==> config.mk <==
export PLATFORM = sky130hd
export DESIGN_NAME = frame_streamer_flat
export DESIGN_NICKNAME = d
export VERILOG_FILES = /design/src/rtl/frame_streamer_if.sv /design/src/rtl/frame_streamer.sv /design/src/flat_wrapper.sv
export SDC_FILE = /design/constraint.sdc
export NUM_CORES = 1
export LEC_CHECK = 0
export CORE_MARGIN = 2
export CORE_UTILIZATION = 54
export CTS_BUF_LIST = sky130_fd_sc_hd__clkbuf_16
export CTS_CLUSTER_DIAMETER = 200
export DETAILED_ROUTE_END_ITERATION = 8
export MAX_ROUTING_LAYER = met4
export PLACE_DENSITY = 0.82
export REMOVE_ABC_BUFFERS = 1
export SLEW_MARGIN = 20
export SYNTH_ARGS = -nofsm -noshare
export SYNTH_HDL_FRONTEND = slang
export SYNTH_SLANG_ARGS = --single-unit
==> constraint.sdc <==
create_clock -name clk_in -period 6.2 [get_ports clk_in]
set_input_delay 0.62 -clock clk_in [delete_from_list [all_inputs] [get_ports clk_in]]
set_output_delay 0.62 -clock clk_in [all_outputs]
set_load 0.01 [all_outputs]
==> src/rtl/frame_streamer_if.sv <==
// OLED driver byte bus: data/write/sync strobes towards the driver, ready back from it.
`timescale 1ns/1ps
interface frame_streamer_if;
  logic [7:0] oled_data;
  logic       oled_write_stb;
  logic       oled_sync_stb;
  logic       oled_ready;

  modport master (output oled_data, output oled_write_stb, output oled_sync_stb, input oled_ready);
  modport slave  (input oled_data, input oled_write_stb, input oled_sync_stb, output oled_ready);
endinterface

==> src/rtl/frame_streamer.sv <==
// Streams a column-major OLED frame: left margin, BCD glyph fields, right margin, then a sync strobe.
`timescale 1ns/1ps
module frame_streamer #(
  parameter int DIGITS_NUM       = 6,
  parameter int DIGIT_X_SIZE_PX  = 21,
  parameter int LCD_X_SIZE_PX    = 128,
  parameter int LCD_Y_SIZE_BYTES = 4,
  parameter int X_OFFSET_PX      = 1,
  localparam int GXW = (DIGIT_X_SIZE_PX > 1) ? $clog2(DIGIT_X_SIZE_PX) : 1,
  localparam int GYW = (LCD_Y_SIZE_BYTES > 1) ? $clog2(LCD_Y_SIZE_BYTES) : 1
) (
  input  logic                    clk_in,
  input  logic                    reset_in,
  input  logic [4*DIGITS_NUM-1:0] digits_in,
  input  logic                    blank_lz_in,
  input  logic                    invert_in,
  input  logic                    refresh_stb_in,
  output logic                    ready_out,
  output logic [3:0]              glyph_digit_out,
  output logic [GXW-1:0]          glyph_x_out,
  output logic [GYW-1:0]          glyph_y_out,
  input  logic [7:0]              glyph_pixels_in,
  frame_streamer_if.master        oled_if
);

  localparam int CW       = (LCD_X_SIZE_PX > 1) ? $clog2(LCD_X_SIZE_PX) : 1;
  localparam int DGW      = $clog2(DIGITS_NUM + 1);
  localparam int FIELD_LO = X_OFFSET_PX;
  localparam int FIELD_HI = X_OFFSET_PX + DIGITS_NUM * DIGIT_X_SIZE_PX;

  if (FIELD_HI > LCD_X_SIZE_PX) begin : g_bad_geometry
    $error("frame_streamer: X_OFFSET_PX + DIGITS_NUM*DIGIT_X_SIZE_PX exceeds LCD_X_SIZE_PX");
  end

  typedef enum logic [2:0] {
    S_RESET, S_IDLE, S_SEND_DATA, S_WAIT_FOR_READY, S_SEND_SYNC, S_WAIT_FOR_SYNC
  } state_t;

  state_t                  state_q;
  logic                    ready_q, wr_q, sync_q;
  logic [CW-1:0]           col_q, col_d;
  logic [GYW-1:0]          page_q, page_d;
  logic [GXW-1:0]          gx_q, gx_d;
  logic [DGW-1:0]          digit_q, digit_d;
  logic                    leading_q, leading_d;
  logic [4*DIGITS_NUM-1:0] digits_q;
  logic                    blz_q, inv_q;

  logic       in_field, digit_blank, last_byte;
  logic [3:0] cur_nib;
  logic [7:0] pix;

  assign in_field  = (int'(col_q) >= FIELD_LO) && (int'(col_q) < FIELD_HI);
  assign last_byte = (col_q == CW'(LCD_X_SIZE_PX - 1)) && (page_q == GYW'(LCD_Y_SIZE_BYTES - 1));

  always_comb begin
    cur_nib = 4'h0;
    for (int i = 0; i < DIGITS_NUM; i++) begin
      if (digit_q == DGW'(i)) cur_nib = digits_q[4*(DIGITS_NUM-1-i) +: 4];
    end
  end

  // leading only changes at digit boundaries, so the blank decision holds for the whole field
  assign digit_blank = blz_q && leading_q && (cur_nib == 4'h0) &&
                       (digit_q != DGW'(DIGITS_NUM - 1));

  // Next frame position: page first, then column; glyph column and digit step with the column
  always_comb begin
    col_d     = col_q;
    page_d    = page_q + 1'b1;
    gx_d      = gx_q;
    digit_d   = digit_q;
    leading_d = leading_q;
    if (page_q == GYW'(LCD_Y_SIZE_BYTES - 1)) begin
      page_d = '0;
      col_d  = col_q + 1'b1;
      if (in_field) begin
        if (gx_q == GXW'(DIGIT_X_SIZE_PX - 1)) begin
          gx_d    = '0;
          digit_d = digit_q + 1'b1;
          if (!digit_blank) leading_d = 1'b0;
        end else begin
          gx_d = gx_q + 1'b1;
        end
      end
    end
  end

  always_ff @(posedge clk_in) begin
    if (reset_in) begin
      state_q   <= S_RESET;
      ready_q   <= 1'b0;
      wr_q      <= 1'b0;
      sync_q    <= 1'b0;
      col_q     <= '0;
      page_q    <= '0;
      gx_q      <= '0;
      digit_q   <= '0;
      leading_q <= 1'b0;
      digits_q  <= '0;
      blz_q     <= 1'b0;
      inv_q     <= 1'b0;
    end else begin
      case (state_q)
        S_RESET: begin
          state_q <= S_IDLE;
          ready_q <= 1'b1;
        end
        S_IDLE: begin
          if (refresh_stb_in) begin
            digits_q  <= digits_in;
            blz_q     <= blank_lz_in;
            inv_q     <= invert_in;
            col_q     <= '0;
            page_q    <= '0;
            gx_q      <= '0;
            digit_q   <= '0;
            leading_q <= 1'b1;
            ready_q   <= 1'b0;
            wr_q      <= 1'b1;
            state_q   <= S_SEND_DATA;
          end
        end
        S_SEND_DATA: begin
          if (!oled_if.oled_ready) begin
            wr_q    <= 1'b0;
            state_q <= S_WAIT_FOR_READY;
          end
        end
        S_WAIT_FOR_READY: begin
          if (oled_if.oled_ready) begin
            if (last_byte) begin
              sync_q  <= 1'b1;
              state_q <= S_SEND_SYNC;
            end else begin
              col_q     <= col_d;
              page_q    <= page_d;
              gx_q      <= gx_d;
              digit_q   <= digit_d;
              leading_q <= leading_d;
              wr_q      <= 1'b1;
              state_q   <= S_SEND_DATA;
            end
          end
        end
        S_SEND_SYNC: begin
          if (!oled_if.oled_ready) begin
            sync_q  <= 1'b0;
            state_q <= S_WAIT_FOR_SYNC;
          end
        end
        S_WAIT_FOR_SYNC: begin
          if (oled_if.oled_ready) begin
            ready_q <= 1'b1;
            state_q <= S_IDLE;
          end
        end
        default: state_q <= S_RESET;
      endcase
    end
  end

  // Position registers are frozen during a strobe, so the byte stays stable while it is offered
  assign glyph_digit_out = in_field ? cur_nib : 4'h0;
  assign glyph_x_out     = in_field ? gx_q : '0;
  assign glyph_y_out     = in_field ? page_q : '0;
  assign pix             = (in_field && !digit_blank) ? glyph_pixels_in : 8'h00;

  assign oled_if.oled_data      = pix ^ {8{inv_q}};
  assign oled_if.oled_write_stb = wr_q;
  assign oled_if.oled_sync_stb  = sync_q;
  assign ready_out              = ready_q;

endmodule

==> src/flat_wrapper.sv <==
// flat-port wrapper written by rule: the top's interface ports become plain ports
module frame_streamer_flat 
#(
  parameter int DIGITS_NUM       = 6,
  parameter int DIGIT_X_SIZE_PX  = 21,
  parameter int LCD_X_SIZE_PX    = 128,
  parameter int LCD_Y_SIZE_BYTES = 4,
  parameter int X_OFFSET_PX      = 1,
  localparam int GXW = (DIGIT_X_SIZE_PX > 1) ? $clog2(DIGIT_X_SIZE_PX) : 1,
  localparam int GYW = (LCD_Y_SIZE_BYTES > 1) ? $clog2(LCD_Y_SIZE_BYTES) : 1
)
  (clk_in, reset_in, digits_in, blank_lz_in, invert_in, refresh_stb_in, ready_out, glyph_digit_out, glyph_x_out, glyph_y_out, glyph_pixels_in, oled_if_oled_data, oled_if_oled_write_stb, oled_if_oled_sync_stb, oled_if_oled_ready);
  frame_streamer_if oled_if_i ();
  input  logic clk_in;
  input  logic reset_in;
  input  logic [4*DIGITS_NUM-1:0] digits_in;
  input  logic blank_lz_in;
  input  logic invert_in;
  input  logic refresh_stb_in;
  output logic ready_out;
  output logic [3:0] glyph_digit_out;
  output logic [GXW-1:0] glyph_x_out;
  output logic [GYW-1:0] glyph_y_out;
  input  logic [7:0] glyph_pixels_in;
  output wire logic [$bits(oled_if_i.oled_data)-1:0] oled_if_oled_data;
  output wire logic [$bits(oled_if_i.oled_write_stb)-1:0] oled_if_oled_write_stb;
  output wire logic [$bits(oled_if_i.oled_sync_stb)-1:0] oled_if_oled_sync_stb;
  input wire logic [$bits(oled_if_i.oled_ready)-1:0] oled_if_oled_ready;
  assign oled_if_oled_data = oled_if_i.oled_data;
  assign oled_if_oled_write_stb = oled_if_i.oled_write_stb;
  assign oled_if_oled_sync_stb = oled_if_i.oled_sync_stb;
  assign oled_if_i.oled_ready = oled_if_oled_ready;
  frame_streamer #(.DIGITS_NUM(DIGITS_NUM), .DIGIT_X_SIZE_PX(DIGIT_X_SIZE_PX), .LCD_X_SIZE_PX(LCD_X_SIZE_PX), .LCD_Y_SIZE_BYTES(LCD_Y_SIZE_BYTES), .X_OFFSET_PX(X_OFFSET_PX)) u_core (.clk_in(clk_in), .reset_in(reset_in), .digits_in(digits_in), .blank_lz_in(blank_lz_in), .invert_in(invert_in), .refresh_stb_in(refresh_stb_in), .ready_out(ready_out), .glyph_digit_out(glyph_digit_out), .glyph_x_out(glyph_x_out), .glyph_y_out(glyph_y_out), .glyph_pixels_in(glyph_pixels_in), .oled_if(oled_if_i));
endmodule
* After elaboration in Yosys (flattened, before gate mapping)
Cells that the tools add are included.
Word-level totals: register bits 50, bits of input ports 38, output and inout bits 22, logic and storage cells 127
Operators by class: add/sub/neg operators 4, magnitude comparators 2, eq/ne operators 25, mux-type cells 59, bitwise logic cells 1, reductions and logical operators 24
Operators with widths (count):
- two-way mux 3 bit | 12
- two-way mux 5 bit | 7
- two-way mux 4 bit | 7
- two-way mux 7 bit | 4
- one-hot mux 3 bit (6 select lines) | 1
- AND reduction 5 bit | 3
- two-way mux 1 bit | 14
- inequality test 2 bit (second input constant) | 7
- one-hot mux 7 bit (2 select lines) | 1
- == test 3 x 2 -> 1 bit (second input constant) | 4
- == test 3 bit (second input constant) | 4
- two-way mux 2 bit | 5
- one-hot mux 5 bit (2 select lines) | 1
- two-way mux 8 bit | 1
- inequality test 2 x 1 -> 1 bit (second input constant) | 4
- AND reduction 4 bit | 2
- AND reduction 8 bit | 1
- XOR 8 bit | 1
- adder 7 x 1 -> 7 bit (second input constant) | 1
- == test 7 bit (second input constant) | 1
- >= comparator 7 x 1 -> 1 bit (second input constant) | 1
- < comparator 7 bit (second input constant) | 1
- AND reduction 7 bit | 1
- == test 3 x 1 -> 1 bit (second input constant) | 2
- 19 further kinds | 29

* Longest topological paths before layout
Gate-level depths: netlist of run 1.
depth after elaboration 17, depth in mapped cells 9, mapped depth without buffers 8

* Worst setup path before layout of run 1
Ideal clock, no wire load.
path kind reg-to-output, start point register u_core.digit_q[1], end point output port oled_if_oled_data[0], arrival 1.921 ns, required time 5.580 ns, path slack 3.659 ns, cell stages (with the launch flop) 10, buffers on the path 1, cell sequence dfxtp_1 > inv_1 > ha_1 > buf_6 > and3_1 > a31o_1 > nor4_2 > nand4_2 > nand3_1 > xnor2_1
Between the ends: word-level cells in the longest chain between the ends 14, elaborated cells between the ends (all ways) 20, classes of those cells 6 x eq/ne; 7 x mux; 1 x bitwise; 6 x reduce/logical
RTL lines:
- start: declaration | line frame_streamer.sv:44 | logic [DGW-1:0] digit_q, digit_d;
- start signal: assignment | line frame_streamer.sv:139 | digit_q <= digit_d;
- zero test 3 bit | line frame_streamer.sv:59 | if (digit_q == DGW'(i)) cur_nib = digits_q[4*(DIGITS_NUM-1-i) +: 4];
- two-way mux 4 bit (6 in a row) | line frame_streamer.sv:59
- zero test 4 bit | line frame_streamer.sv:64 | assign digit_blank = blz_q && leading_q && (cur_nib == 4'h0) &&
- logical AND 1 bit | line frame_streamer.sv:64
- logical AND 1 bit * | line frame_streamer.sv:64
- zero test 1 bit *
- logical AND 1 bit * | line frame_streamer.sv:167 | assign pix = (in_field && !digit_blank) ? glyph_pixels_in : 8'h00;
- two-way mux 8 bit * | line frame_streamer.sv:167
- XOR 8 bit * | line frame_streamer.sv:169 | assign oled_if.oled_data = pix ^ {8{inv_q}};
- end: declaration | line flat_wrapper.sv:25 | output wire logic [$bits(oled_if_i.oled_data)-1:0] oled_if_oled_data;
Every way passes the cells marked *; elsewhere a longest branch is shown, timed or not.

* Final worst setup path of run 1
start point register u_core.digit_q[0], end point output port oled_if_oled_data[6]
The elaborated chain is that of the path after synthesis.

==> results of run 1 <==
[routing by layer]
metal	wire length (microns)	part of all wire	vias up
li1	-	-	1243
met1	2770	0.47	1106
met2	2740	0.47	60
met3	288	0.049	6
met4	49	0.0084	0
met5	0	0	-
[flip-flops by register name, indices dropped and copies added (netlist names)]
signal and flops:
u_core.leading_q 1, u_core.col_q 7, u_core.digit_q 3, u_core.inv_q 1, u_core.page_q 2, u_core.state_q 3
u_core.ready_out 1, u_core.gx_q 5, u_core.digits_q 24, u_core.oled_if.oled_sync_stb 1, u_core.blz_q 1, u_core.oled_if.oled_write_stb 1
[power by group through the flow]
stage | clock [mW] | combinational (mW) | sequential, mW
after floorplan | 0 | 0.0571 | 0.355
after global placement | 0 | 0.108 | 0.358
after detailed placement | 0 | 0.110 | 0.358
after CTS | 0.258 | 0.111 | 0.351
after global routing | 0.270 | 0.123 | 0.353
final | 0.256 | 0.111 | 0.351
[synth_stat cells, types with 2 or more instances]
master	number
ha_1	10
a221o_1	2
o22ai_1	2
mux2i_1	4
a211oi_1	3
nor2b_1	2
buf_2	7
nor2_1	28
buf_4	3
nor3_1	6
or2_2	2
buf_1	2
dfxtp_1	50
nand4_1	4
nand3b_1	3
nor3_2	2
xnor2_1	12
nand3_1	12
clkbuf_1	4
and3_1	13
nand2_1	64
nand2_2	2
nor4_1	2
o21ai_1	2
o211ai_1	2
a221oi_1	3
a21oi_1	38
nand2b_1	2
nand4_2	2
xor2_1	5
o21ai_0	5
buf_6	2
inv_1	14
and4_1	3
[area by class of cell]
type	count	area, sq um
clock buffers	5	125
clock inverters	2	10.0
fillers	383	1360
inverters	14	52.6
multi-input cells	251	1490
flip-flops and latches	50	1000
well taps	67	83.8
repair buffers	61	606
[worst min-delay path: cells and delay by family (launching register included)]
family	cells	cell delay (ps)
AND/OR/NAND/NOR	1	50
flip-flops	1	310
AO/OA/AOI/OAI	1	50
[logic make-up (layout without fill, tap and decap cells)]
family / Yosys count / count (layout) / synth area share
buffers and inverters: 32 / 82 / 0.0587
multiplexers: 5 / 5 / 0.0204
adder cells (fa/ha/maj): 10 / 10 / 0.0473
flip-flops: 50 / 50 / 0.379
AND/OR/NAND/NOR: 151 / 151 / 0.278
XOR/XNOR: 17 / 17 / 0.0563
AO/OA/AOI/OAI: 68 / 68 / 0.160
[worst paths after layout]
path,cells after the start,start,slack (ps),endpoint
min,2,u_core.digits_q[5]$_SDFFE_PP0P_,450,u_core.digits_q[5]$_SDFFE_PP0P_
max reg2reg,7,u_core.col_q[0]$_SDFFE_PP0P_,3800,u_core.digit_q[0]$_SDFFE_PP0P_
max,8,u_core.digit_q[0]$_SDFFE_PP0P_,2500,oled_if_oled_data[6]
min reg2reg,2,u_core.digits_q[5]$_SDFFE_PP0P_,450,u_core.digits_q[5]$_SDFFE_PP0P_
==> run metrics, run 1 <==
status finished clean; DR vias/cell 5.37; Hold Buf Count CTS 0; Routed Antenna Nets 0; routing usage on met2 0.374; Synth async-reset ratio 0; Worst Slack Setup Final 2500 ps; Post-DP Area 0.00323 sq mm; Root Buffer clkbuf_16; max frequency 270 MHz; most frequent cells in the layout nand2_1 (64), clkdlybuf4s50_1 (59), dfxtp_1 (50); Nets 431; worst-path fanout max 12; Worst-path clk slew 60 ps; Initial Utilization 0.559; element type at the critical path end output port; GRT busiest layer met2; Final Cycle Share 0.597; DR WL/cell 13.0 microns; cell internal pwr 0.539 mW; Crit path arrival time 3080 ps; LEAKAGE 1.21 nW; Clock power frac 0.356; H-tree depth 2; Hold Slack 454 ps; post-CTS sizing 0; Critical Path Source Type flip-flop; Total Power 0.717 mW; cell taking the most area after synthesis dfxtp_1; Worst-Margin Slew 737 ps; all-layer global routing usage 0.230; IO buf count 59; syn avg cell area 7.94 sq um; prevailing post-synth register cell dfxtp_1; cell total after placement 443; WS Path Type reg -> out; Congestion Overflow GR 0; pre-CTS setup slack 2830 ps; synth top area cells dfxtp_1 (38%), nand2_1 (9.1%), a21oi_1 (7.2%); grt met1 use 0.308; CP bufs+invs 1; part of the power in registers 0.489; RSZ-0062 raised after global routing no; vias in the first global route 2171; Post-CTS Setup Repair Bufs 0; CTS Buf Count 5; type of the tightest min-delay check reg -> reg; combinational share of power 0.154; Ys Warns 0; worst-path cell chain ha_1, o21ai_1, and3_1, a311oi_1, nand4_2, nand3_1, xnor2_1, clkdlybuf4s50_1; Seq cells post-synth 50; max-slew violation count 0; Routed WL 5.85 mm; Yosys cell types 50; Mapped Area 0.00264 sq mm; register area share after synthesis 0.379; row count 25; critical path's top delay family simple AND/OR/NAND/NOR gates; P&R area growth vs syn 27.3%; # IOs 60; Final min period 3700 ps; CTS tree done; clock latency on the worst-skew pair 280 ps; Post-Route Utilization 0.712; pwr/cell area 213 mW/mm^2; DR vias 2415; top-area cell type share of the netlist area 0.379; largest net degree at the start of global routing 40; clk sinks 50; post-route cell area 0.00336 sq mm; Psw 0.179 mW; commonest non-fill, non-tap cell in the layout nand2_1; Post-synth EDFFs 0; Slowest cell on crit path clkdlybuf4s50_1; initial antenna violation count 0; Gate Count Post-Synth 333; HPWL after DPL 4.19 mm; Critical Path RT 5580 ps; TNS Setup 0 ps; die height 74.0 microns; Worst VDD drop 0.215 mV; Die X 74.0 microns; GPL Wtd Cong 0.952; share of cells above drive strength 1 0.0627; core area 0.00472 sq mm; global-route wire length before repair 9.71 mm; Rel. slew slack 0.506; Iteration-0 DRC Markers 191; Layout Cells excl Fill 450; clock tree buffer depth 2; Die ar. 0.00547 sq mm; CP peak stage delay 560 ps; switching share of power 0.249; Diodes inserted 0; GRT met3 Usage 0.0312; Clock Skews 3.91 ps; Post-route DRC 0; max_cap viols 0; endpoints failing setup 0; final hold violation count 0; DRT Pass-1 Iters 4
Power figures use the tool's default switching activity.
==> run 2, diff against run 1 <==
--- a/config.mk
+++ b/config.mk
@@ -6,12 +6,12 @@
 export NUM_CORES = 1
 export LEC_CHECK = 0
 export CORE_MARGIN = 2
-export CORE_UTILIZATION = 54
+export CORE_UTILIZATION = 50
 export CTS_BUF_LIST = sky130_fd_sc_hd__clkbuf_16
 export CTS_CLUSTER_DIAMETER = 200
 export DETAILED_ROUTE_END_ITERATION = 8
 export MAX_ROUTING_LAYER = met4
-export PLACE_DENSITY = 0.82
+export PLACE_DENSITY = 0.77
 export REMOVE_ABC_BUFFERS = 1
 export SLEW_MARGIN = 20
 export SYNTH_ARGS = -nofsm -noshare
==> constraint.sdc (replaced) <==
create_clock -name clk_in -period 3.7 [get_ports clk_in]
set_input_delay 0.37 -clock clk_in [delete_from_list [all_inputs] [get_ports clk_in]]
set_output_delay 0.37 -clock clk_in [all_outputs]
set_load 0.01 [all_outputs]
==> run metrics, run 2 (same netlist as run 1, synthesis figures left out) <==
status finished clean; Rel. slew slack 0.477; Crit path arrival time 2980 ps; Die ar. 0.00588 sq mm; Critical Path RT 3330 ps; Post-route DRC 0; Die X 76.7 microns; share of cells above drive strength 1 0.0651; Nets 431; worst-path cell chain inv_1, ha_1, or2_2, a221oi_1, nor4_2, nand4_2, nand3_1, xnor2_1, clkdlybuf4s50_1; P&R area growth vs syn 29.6%; IO buf count 59; Critical Path Source Type flip-flop; clock latency on the worst-skew pair 290 ps; global-route wire length before repair 10.1 mm; WHS Endpoint u_core.digits_q[13]$_SDFFE_PP0P_; hold_sp u_core.digits_q[13]$_SDFFE_PP0P_; R2R Setup Slk 1360 ps; WS Path Type reg -> out; clk sinks 50; DR vias 2421; max frequency 298 MHz; Worst R2R End u_core.digit_q[2]$_SDFFE_PP0P_; DR vias/cell 5.33; endpoints failing setup 0; Root Buffer clkbuf_16; vias in the first global route 2249; most frequent cells in the layout nand2_1 (64), clkdlybuf4s50_1 (59), dfxtp_1 (50); Slowest cell on crit path clkdlybuf4s50_1; TNS Setup 0 ps; Largest regs u_core.digits_q (24), u_core.col_q (7), u_core.gx_q (5); DR WL/cell 12.9 microns; die height 76.7 microns; R2R cell count 7; max-slew violation count 0; HPWL after DPL 4.26 mm; max_cap viols 0; type of the tightest min-delay check reg -> reg; Post-CTS Setup Repair Bufs 0; initial antenna violation count 0; Congestion Overflow GR 0; commonest non-fill, non-tap cell in the layout nand2_1; GPL Wtd Cong 0.892; Final min period 3350 ps; pwr/cell area 394 mW/mm^2; worst reg2reg startpoint u_core.col_q[0]$_SDFFE_PP0P_; Worst-Margin Slew 781 ps; RSZ-0062 raised after global routing no; worst-path fanout max 11; H-tree depth 2; DRT Pass-1 Iters 4; CTS Buf Count 5; Min-Delay Path Depth 2; Total Power 1.35 mW; Diodes inserted 0; largest net degree at the start of global routing 29; core area 0.00511 sq mm; clock tree buffer depth 2; CP peak stage delay 560 ps; Final Cycle Share 0.906; Largest register FFs 24; CTS tree done; Worst-path clk slew 70 ps; all-layer global routing usage 0.210; Clock Skews 5.67 ps; # IOs 60; Routed Antenna Nets 0; Iteration-0 DRC Markers 154; Hold Buf Count CTS 0; row count 26; Routed WL 5.85 mm; LEAKAGE 1.23 nW; final hold violation count 0; Top reg by flops u_core.digits_q; element type at the critical path end output port; Worst VDD drop 0.306 mV; Initial Utilization 0.517
## run 2: cell types whose count changed in the layout (fill, tap and decap cells not counted)
cell       previous run  this run
ha_2                  0         1
clkinv_1              0         1
bufinv_16             0         2
clkinv_2              2         0
ha_1                 10         9
## run 2: area by class of cell
cell class / count / area [sq um]
repair buffers: 61 / 606
inverters: 14 / 52.6
fillers: 457 / 1680
clock inverters: 3 / 63.8
well taps: 70 / 87.6
clock buffers: 5 / 125
flip-flops and latches: 50 / 1000
multi-input cells: 251 / 1490
## run 2: through the flow
step,setup WS (ps),instances,area (sq um),hold WS (ps),util
after floorplan,1380,315,2540,426,-
after global placement,705,446,3230,444,0.633
after detailed placement,551,446,3230,450,0.633
after CTS,249,454,3420,459,0.670
after global routing,95.1,454,3420,486,0.671
final,349,454,3420,456,0.671
## run 2: worst max path at each step
stage | slack, ps | cells after the start | from | endpoint
after floorplan | 1380 | 8 | u_core.digit_q[2]$_SDFFE_PP0P_ | oled_if_oled_data[0]
after global placement | 710 | 8 | u_core.digit_q[0]$_SDFFE_PP0P_ | oled_if_oled_data[0]
after detailed placement | 550 | 9 | u_core.digit_q[1]$_SDFFE_PP0P_ | oled_if_oled_data[2]
after CTS | 250 | 9 | u_core.digit_q[1]$_SDFFE_PP0P_ | oled_if_oled_data[2]
after global routing | 100 | 9 | u_core.digit_q[2]$_SDFFE_PP0P_ | oled_if_oled_data[7]
final | 350 | 9 | u_core.digit_q[2]$_SDFFE_PP0P_ | oled_if_oled_data[3]
## run 2: per-layer routing
metal,share of wire,global-route usage,vias up
met5,0,-,-
met4,0.0084,0.0509,0
met1,0.49,0.271,1109
li1,-,-,1248
met2,0.45,0.341,60
met3,0.048,0.0400,4
## run 2: critical path, delay by kind of cell, from the launching register on
| family | cells | cell delay (ps) |
|---|---|---|
| buffers and inverters | 2 | 660 |
| AO/OA/AOI/OAI | 1 | 370 |
| adder cells (fa/ha/maj) | 1 | 250 |
| flip-flops | 1 | 510 |
| AND/OR/NAND/NOR | 4 | 710 |
| XOR/XNOR | 1 | 190 |
## run 2: timing repair
| item | in CTS | in global routing |
|---|---|---|
| gates resized for setup | 0 | 1 |
| setup endpoints to repair | 0 | 1 |
| hold endpoints to repair | 0 | 0 |
## run 2: report_power, final
group	total, mW	internal (mW)	leakage, nW	switching [mW]
clock network	0.578	0.385	0.0915	0.193
registers	0.589	0.565	0.407	0.0238
logic	0.184	0.0933	0.734	0.0908
total	1.35	1.04	1.23	0.308
